$ cat src/rtl/pipe_ctrl_if.sv
// Pipeline control bus: stall/flush requests from the stages, hold vector and redirect back.
// Latency: none (signal bundle only).
// Backpressure: none; the stall vector itself is the backpressure to the stages.
interface pipe_ctrl_if #(
    parameter int STAGES = 6,
    parameter int PC_W   = 32
);
    logic [STAGES-1:0] stall_req;
    logic              flush_req;
    logic [PC_W-1:0]   flush_pc;
    logic [STAGES-1:0] stall;
    logic              flush;
    logic [PC_W-1:0]   new_pc;
    logic [1:0]        state_o;

    // Pipeline side: raises requests, obeys hold/flush
    modport master (
        output stall_req, flush_req, flush_pc,
        input  stall, flush, new_pc, state_o
    );

    // Controller side
    modport slave (
        input  stall_req, flush_req, flush_pc,
        output stall, flush, new_pc, state_o
    );
endinterface

$ cat src/rtl/pipe_ctrl.sv
// Pipeline stall/flush controller; optional stall watchdog under macro PIPE_CTRL_WDOG_EN.
// Latency: stall vector is combinational; flush/new_pc are registered, 1 cycle after flush_req.
// Backpressure: a stall request at stage k holds stages 0..k; flush overrides all stalls.
module pipe_ctrl #(
    parameter int STAGES     = 6,
    parameter int FLUSH_CYC  = 1,
    parameter int PC_W       = 32,
    parameter int WDOG_LIMIT = 255
) (
    input  logic        clk,
    input  logic        resetn,
    pipe_ctrl_if.slave  bus
`ifdef PIPE_CTRL_WDOG_EN
    ,
    output logic        stall_timeout
`endif
);

    localparam int CNT_W = 4;

    typedef enum logic [1:0] {
        RUN   = 2'd0,
        STALL = 2'd1,
        FLUSH = 2'd2
    } state_t;

    state_t            r_state;
    logic              r_flush;
    logic [PC_W-1:0]   r_new_pc;
    logic [CNT_W-1:0]  r_cnt;

    logic [STAGES-1:0] w_req_hi;
    logic              w_any_req;
    logic [STAGES-1:0] w_mask;
    logic              w_acc;

    // Bit 0 is the PC slot and never requests a stall on its own
    assign w_req_hi  = bus.stall_req & {{(STAGES-1){1'b1}}, 1'b0};
    assign w_any_req = |w_req_hi;

    // Prefix mask: every stage at or below the highest requester is held
    always_comb begin
        w_mask = '0;
        w_acc  = 1'b0;
        for (int i = STAGES - 1; i >= 0; i--) begin
            w_acc     = w_acc | w_req_hi[i];
            w_mask[i] = w_acc;
        end
    end

    // Reset and an active flush both release every hold immediately
    assign bus.stall   = (!resetn || r_state == FLUSH) ? '0 : w_mask;
    assign bus.flush   = r_flush;
    assign bus.new_pc  = r_new_pc;
    assign bus.state_o = r_state;

    // Controller FSM; flush_req wins from any state and restarts the window
    always_ff @(posedge clk or negedge resetn) begin
        if (!resetn) begin
            r_state  <= RUN;
            r_flush  <= 1'b0;
            r_new_pc <= '0;
            r_cnt    <= '0;
        end else if (bus.flush_req) begin
            r_state  <= FLUSH;
            r_flush  <= 1'b1;
            r_new_pc <= bus.flush_pc;
            r_cnt    <= CNT_W'(FLUSH_CYC - 1);
        end else begin
            case (r_state)
                RUN: begin
                    if (w_any_req) r_state <= STALL;
                end
                STALL: begin
                    if (!w_any_req) r_state <= RUN;
                end
                FLUSH: begin
                    if (r_cnt == '0) begin
                        r_flush <= 1'b0;
                        r_state <= w_any_req ? STALL : RUN;
                    end else begin
                        r_cnt <= r_cnt - 1'b1;
                    end
                end
                default: begin
                    r_state <= RUN;
                    r_flush <= 1'b0;
                end
            endcase
        end
    end

`ifdef PIPE_CTRL_WDOG_EN
    localparam int WD_W = $clog2(WDOG_LIMIT + 1);

    logic [WD_W-1:0] r_wd_cnt;
    logic            r_timeout;
    logic            w_wd_hit;

    // Hit on the edge the counter lands on the limit, or while it sits there
    assign w_wd_hit = (r_state == STALL) &&
                      ((r_wd_cnt == WD_W'(WDOG_LIMIT - 1)) || (r_wd_cnt == WD_W'(WDOG_LIMIT)));
    assign stall_timeout = r_timeout;

    // Saturating stall-duration counter with sticky timeout flag
    always_ff @(posedge clk or negedge resetn) begin
        if (!resetn) begin
            r_wd_cnt  <= '0;
            r_timeout <= 1'b0;
        end else begin
            if (r_state == STALL) begin
                if (r_wd_cnt != WD_W'(WDOG_LIMIT)) r_wd_cnt <= r_wd_cnt + 1'b1;
            end else begin
                r_wd_cnt <= '0;
            end
            if (bus.flush_req)  r_timeout <= 1'b0;
            else if (w_wd_hit)  r_timeout <= 1'b1;
        end
    end
`endif

endmodule

$ cat src/flat_wrapper.sv
// flat-port wrapper written by rule: the top's interface ports become plain ports
module pipe_ctrl_flat 
#(
    parameter int STAGES     = 6,
    parameter int FLUSH_CYC  = 1,
    parameter int PC_W       = 32,
    parameter int WDOG_LIMIT = 255
)
  (clk, resetn, bus_stall_req, bus_flush_req, bus_flush_pc, bus_stall, bus_flush, bus_new_pc, bus_state_o);
  pipe_ctrl_if #(.STAGES(STAGES), .PC_W(PC_W)) bus_i ();
  input  logic clk;
  input  logic resetn;
  input wire logic [$bits(bus_i.stall_req)-1:0] bus_stall_req;
  input wire logic [$bits(bus_i.flush_req)-1:0] bus_flush_req;
  input wire logic [$bits(bus_i.flush_pc)-1:0] bus_flush_pc;
  output wire logic [$bits(bus_i.stall)-1:0] bus_stall;
  output wire logic [$bits(bus_i.flush)-1:0] bus_flush;
  output wire logic [$bits(bus_i.new_pc)-1:0] bus_new_pc;
  output wire logic [$bits(bus_i.state_o)-1:0] bus_state_o;
  assign bus_i.stall_req = bus_stall_req;
  assign bus_i.flush_req = bus_flush_req;
  assign bus_i.flush_pc = bus_flush_pc;
  assign bus_stall = bus_i.stall;
  assign bus_flush = bus_i.flush;
  assign bus_new_pc = bus_i.new_pc;
  assign bus_state_o = bus_i.state_o;
  pipe_ctrl #(.STAGES(STAGES), .FLUSH_CYC(FLUSH_CYC), .PC_W(PC_W), .WDOG_LIMIT(WDOG_LIMIT)) u_core (.clk(clk), .resetn(resetn), .bus(bus_i));
endmodule
$ cat config.mk
export PLATFORM = sky130hd
export DESIGN_NAME = pipe_ctrl_flat
export DESIGN_NICKNAME = d
export VERILOG_FILES = /design/src/rtl/pipe_ctrl_if.sv /design/src/rtl/pipe_ctrl.sv /design/src/flat_wrapper.sv
export SDC_FILE = /design/constraint.sdc
export NUM_CORES = 1
export LEC_CHECK = 0
export ABC_AREA = 0
export BUFFER_PORTS_ARGS = -buffer_cell sky130_fd_sc_hd__buf_2
export CAP_MARGIN = 20
export CORE_MARGIN = 2
export CORE_UTILIZATION = 50
export CTS_BUF_LIST = sky130_fd_sc_hd__clkbuf_8
export DETAILED_ROUTE_END_ITERATION = 8
export GPL_TIMING_DRIVEN = 0
export PLACE_DENSITY = 0.95
export SLEW_MARGIN = 20
export SYNTH_ARGS = -nofsm -noshare
export SYNTH_HDL_FRONTEND = slang
export SYNTH_SLANG_ARGS = --single-unit
$ cat constraint.sdc
create_clock -name clk -period 3.08 [get_ports clk]
set_input_delay 0.616 -clock clk [delete_from_list [all_inputs] [get_ports clk]]
set_output_delay 0.616 -clock clk [all_outputs]
set_load 0.01 [all_outputs]
==> results of run 1 <==
metal layers:
layer,GRT usage [%],vias to the layer above,share of wire [%]
met1,19.5,586,37
met5,0,-,0
met4,6.98,0,1.0
met2,36.3,43,56
li1,-,562,-
met3,7.79,4,6.7
layout by cell type, fill, tap and decap left out, drive strengths merged, types with 2 or more instances in the layout:
master / count
nor2: 7
buf: 84
o21ai: 4
ha: 2
nor2b: 2
clkbuf: 7
nor3b: 2
inv: 4
dfrtp: 39
or4: 2
mux2: 33
a21oi: 3
synthesized netlist by cell type (2+ instances only):
cell type | count | area [um^2]
nor2_1 | 7 | 26.3
nor3b_1 | 2 | 15.0
buf_1 | 3 | 11.3
nor2b_1 | 2 | 12.5
mux2_2 | 33 | 372
inv_1 | 4 | 15.0
dfrtp_1 | 39 | 976
ha_1 | 2 | 25.0
a21oi_1 | 3 | 15.0
o21ai_0 | 4 | 20.0
or4_1 | 2 | 15.0
per-stage QoR:
stage	instance area, um^2	power (mW)	hold WS, ns	instances	setup WS (ns)
after floorplan	1580	0.817	0.320	112	1.09
after global placement	2030	0.939	0.459	236	0.469
after detailed placement	2030	0.957	0.472	236	0.417
after CTS	2130	1.31	0.457	244	0.419
after global routing	2130	1.38	0.507	244	0.221
final	2130	1.30	0.434	244	0.435
path summary, 6_finish.rpt:
check                                                    end                         start
max                                             bus_stall[1]                        resetn
min                        u_core.bus.new_pc[13]$_DFFE_PN0P_                        resetn
max reg2reg                u_core.bus.state_o[0]$_DFFE_PN0P_   u_core.r_cnt[0]$_DFFE_PN0P_
min reg2reg                     u_core.bus.flush$_DFFE_PN0P_  u_core.bus.flush$_DFFE_PN0P_
max in group asynchronous   u_core.bus.new_pc[5]$_DFFE_PN0P_                        resetn
min in group clk                u_core.bus.flush$_DFFE_PN0P_  u_core.bus.flush$_DFFE_PN0P_
registers in the layout, indices dropped and copies added, names as in the netlist:
signal	cells
u_core.bus.new_pc	32
u_core.r_cnt	4
u_core.bus.state_o	2
u_core.bus.flush	1
layout make-up:
class	instances	area share, %
buffer	5	1.06
clock buffer	6	3.88
clock inverter	2	0.763
inverter	4	0.705
multi-input combinational	64	26.4
sequential	39	45.8
tap	44	2.58
timing repair buffer	80	18.8
power by group:
group          switching [mW]  leakage, nW  internal (mW)  total (mW)
registers              0.0428        0.464          0.580       0.623
logic                   0.163        0.547          0.157       0.320
clock network           0.171       0.0474          0.182       0.354
worst reg2reg max path, cell delays in order, from the launching register on:
cell       delay, ns
dfrtp_1         0.40
inv_1           0.11
ha_1            0.17
nor3b_1         0.39
nor2_1          0.12
a2111oi_0       0.33
cells by family (layout without fill, tap and decap cells):
| logic type | Yosys count | after routing | share of synthesized area [%] |
|---|---|---|---|
| mux | 33 | 33 | 23.6 |
| buf+inv | 9 | 97 | 2.38 |
| simple gates | 19 | 19 | 6.75 |
| fa+ha+maj | 2 | 2 | 1.59 |
| compound gates | 10 | 10 | 3.81 |
| flops | 39 | 39 | 61.9 |
==> metrics.cfg, run 1 <==
[run_status]
status=complete, no violations

[logic_synthesis]
async_reset_ff_share_pct=100
synth.net_count=155
yosys_warnings=0
synth-edff-count=0
dominantRegCellSynth=dfrtp_1
ys_ff_latch=39
synth-seq-area-share_pct=61.9
avgSynthCellArea_um2=14.1
synthCells=112
netlist_area_um2=1580
yosysUniqueCellTypes=22

[finish]
antennaDiodeCount=0
multiInputGateArea_um2=563
nFillCells=234
nets=242
area_growth_pct=35.2
seq_area_um2=976
layout-drive-gt1-share_pct=61.5
finish.utilization_pct=70.4

[setup_path]
worst-path-max-fanout=41
slowest_stage=buf_2
start_kind=input pin
cp_top_family=buffers and inverters
cp_slowest_stage_delay_ns=0.64
crit_cells=5
crit_top_cell=buf_2
cp-end-kind=output port
worstPathCellList=buf_2, nand2_1, nor2_1, buf_4, buf_2
critPathKind=in2out
cp.buffers_inverters=3
worst-r2r-setup-slack_ns=1.42
cp.arrival_ns=2.03
cp_data_required_time_ns=2.46
r2r_cells=5

[route]
drc=0
drtAntennaViolNets=0
routed_wl_um=3330
drt_iter0_drc=30
drtPass1Iterations=4
vias=1195
routedWlPerCell_um=13.6
via_per_inst=4.90

[die]
core_um2=3030
die_area_um2=3620
num_io_pins=82
core.rowCount=20
die_height_um=60.2
die_w_um=60.2
initial_core_util_pct=52.1

[clock_network]
htree_levels=2
clk_pin_slew_ns=0.07
cts_resized=0
post_cts.repair.setup_buffers=0
clockBufferDepth=2
cts-buffers-inserted=5
cts.sink_count=39
insertion_delay_ns=0.28
hold_buffers=0
cts_tree=yes
root_buffer=clkbuf_8

[timing]
tns_ns=0
rsz0062_at_grt=false
fin_crit_sh_pct=85.9
clock.fmax_ghz=0.378
finalHoldViolations=0
fin_crit_ns=2.64
skew_ns=0.00106
final_max_slew_viol_count=0
tightest_slew_ns=0.848
worst_slew_margin_rel_pct=43.5
setup_viol=0

[power]
p_leak_nw=1.06
p_per_area_nw_per_um2=609
peakVddDrop_uv=360

[global_route]
grt-ovfl-total=0
first_global_vias=1197
track_usage_pct=19.6
antenna_found_initial=0
grt_pass1_wl_um=5120
grt_max_degree=42

[placed_design]
port_buffers=80
dpl.hpwl_um=2630
routabilityCongestion=0.781

[hold_path]
hp-class=in2async

[flow_run]
max-cap-violations=0

No activity file was read; power rests on OpenSTA's default activity.
==> run 2: changes to the inputs <==
- CORE_UTILIZATION: 50 -> 30
- PLACE_DENSITY: 0.95 -> 0.68
==> run 2 against run 1 <==
Combinational power about the same. Flip-flop and latch count unchanged. Critical path type unchanged. Largest power group unchanged. Clock power rose by 40%. Utilization shrank 27 points. Critical path depth is the same. Sequential share of layout area fell by 1.4 points. Sequential power hardly changed. First-iteration DRC count fell by 20%.
==> metrics.cfg, run 2 (same netlist as run 1, synthesis figures left out) <==
[global_route]
track_usage_pct=12.0  ; -7.6 points
first_global_vias=1270  ; +6.1%
antenna_found_initial=0  ; unchanged
grt_pass1_wl_um=5600  ; +9.3%
grt_max_degree=42  ; unchanged
grt-ovfl-total=0  ; unchanged

[timing]
final_max_slew_viol_count=0  ; unchanged
rsz0062_at_grt=false
tightest_slew_ns=0.874  ; +0.0256 ns
tns_ns=0  ; unchanged
setup_viol=0  ; unchanged
clock.fmax_ghz=0.388  ; +2.6%
fin_crit_sh_pct=83.7  ; -2.2 points
timing.hold.ws_ns=0.441  ; +0.00656 ns
worst_slew_margin_rel_pct=41.8  ; -1.7 points
skew_ns=0.00197  ; +0.000915 ns
finalHoldViolations=0  ; unchanged
fin_crit_ns=2.58  ; -0.0681 ns

[finish]
final_cell_mix=buf_2, dfrtp_1, mux2_2
nFillCells=495  ; +110%
antennaDiodeCount=0  ; unchanged
largest_reg_flops=32  ; unchanged
nets=242  ; unchanged
final_common_cell=buf_2
area_growth_pct=39.4
layout-drive-gt1-share_pct=61.0  ; -0.50 points
final_cells=270  ; +11%

[route]
drc=0  ; unchanged
routedWlPerCell_um=12.1  ; -11%
via_per_inst=4.44  ; -9.3%
drtPass1Iterations=2  ; -2
drt_iter0_drc=24  ; -20%
drtAntennaViolNets=0  ; unchanged
vias=1200  ; +0.42%
routed_wl_um=3270  ; -1.9%

[placed_design]
port_buffers=80  ; unchanged
place_inst=262  ; +11%
dpl.hpwl_um=2440  ; -7.2%
routabilityCongestion=0.731  ; -6.4%

[clock_network]
cts_tree=yes
cts.sink_count=39  ; unchanged
clockBufferDepth=2  ; unchanged
root_buffer=clkbuf_8
clk_pin_slew_ns=0.07  ; about the same
cts-buffers-inserted=5  ; unchanged
post_cts.repair.setup_buffers=0  ; unchanged
hold_buffers=0  ; unchanged
htree_levels=2  ; unchanged
cts_resized=0  ; unchanged
insertion_delay_ns=0.28  ; about the same

[power]
p_per_area_nw_per_um2=653  ; +7.3%
p_leak_nw=1.08  ; +2.1%
p_total_mw=1.44  ; +11%
peakVddDrop_uv=265  ; -26%

[run_status]
status=complete, no violations

[setup_path]
worst-path-max-fanout=41  ; unchanged
critPathKind=in2out
cp-end-kind=output port
cp_data_required_time_ns=2.46  ; about the same
start_kind=input pin
cp.arrival_ns=1.96  ; -0.07 ns

[flow_run]
max-cap-violations=0  ; unchanged

[die]
core_um2=5070  ; +68%
die_w_um=76.5  ; +27%
initial_core_util_pct=31.1  ; -21 points
num_io_pins=82  ; unchanged
core.rowCount=26  ; +30%
die_height_um=76.5  ; +27%
die_area_um2=5850  ; +62%

[hold_path]
hp-class=in2async

run 2: cell count changes in the layout (fill, tap and decap cells not counted), sizes merged:
cell,delta
bufinv,+2
clkbuf,-1
clkinv,-1
clkinvlp,-1
inv,+1
run 2: where the power goes:
part           internal (mW)  leakage (nW)  switching (mW)
Sequential             0.580         0.464          0.0401
Combinational          0.158         0.547           0.162
Clock                  0.321        0.0695           0.175
run 2: metal layers:
layer / GRT usage [%] / part of all wire, % / vias up
li1: - / - / 564
met1: 13.0 / 40 / 583
met2: 20.6 / 49 / 48
met3: 5.09 / 9.1 / 5
met4: 4.91 / 1.7 / 0
met5: 0 / 0 / -
run 2: worst paths after layout:
kind,slack [ns],startpoint,to,cells past startpoint
min reg2reg,0.48,u_core.bus.flush$_DFFE_PN0P_,u_core.bus.flush$_DFFE_PN0P_,1
max in group asynchronous,2.08,resetn,u_core.bus.new_pc[5]$_DFFE_PN0P_,1
max reg2reg,1.45,u_core.r_cnt[0]$_DFFE_PN0P_,u_core.bus.state_o[0]$_DFFE_PN0P_,5
max,0.50,resetn,bus_stall[1],5
min in group clk,0.48,u_core.bus.flush$_DFFE_PN0P_,u_core.bus.flush$_DFFE_PN0P_,1
min,0.44,resetn,u_core.bus.new_pc[26]$_DFFE_PN0P_,1
run 2: area by class of cell:
cell class	count	area [um^2]	area share, %
buffer	5	22.5	1.03
clock buffer	5	68.8	3.13
clock inverter	3	63.8	2.90
inverter	4	15.0	0.683
multi-input combinational	64	563	25.6
sequential	39	976	44.4
tap	70	87.6	3.99
timing repair buffer	80	400	18.2
run 2: critical path, stage by stage:
cell and delay, ns:
buf_2 0.66, nand2_1 0.24, nor2_1 0.19, buf_4 0.12
buf_2 0.11
run 2: metrics by stage:
stage	area, um^2	setup slack (ns)	utilization [%]
global route	2200	0.196	43.3
CTS	2200	0.403	43.3
detailed placement	2060	0.419	40.7
finish	2200	0.503	43.3
global placement	2060	0.447	40.7
floorplan	1580	1.09	-
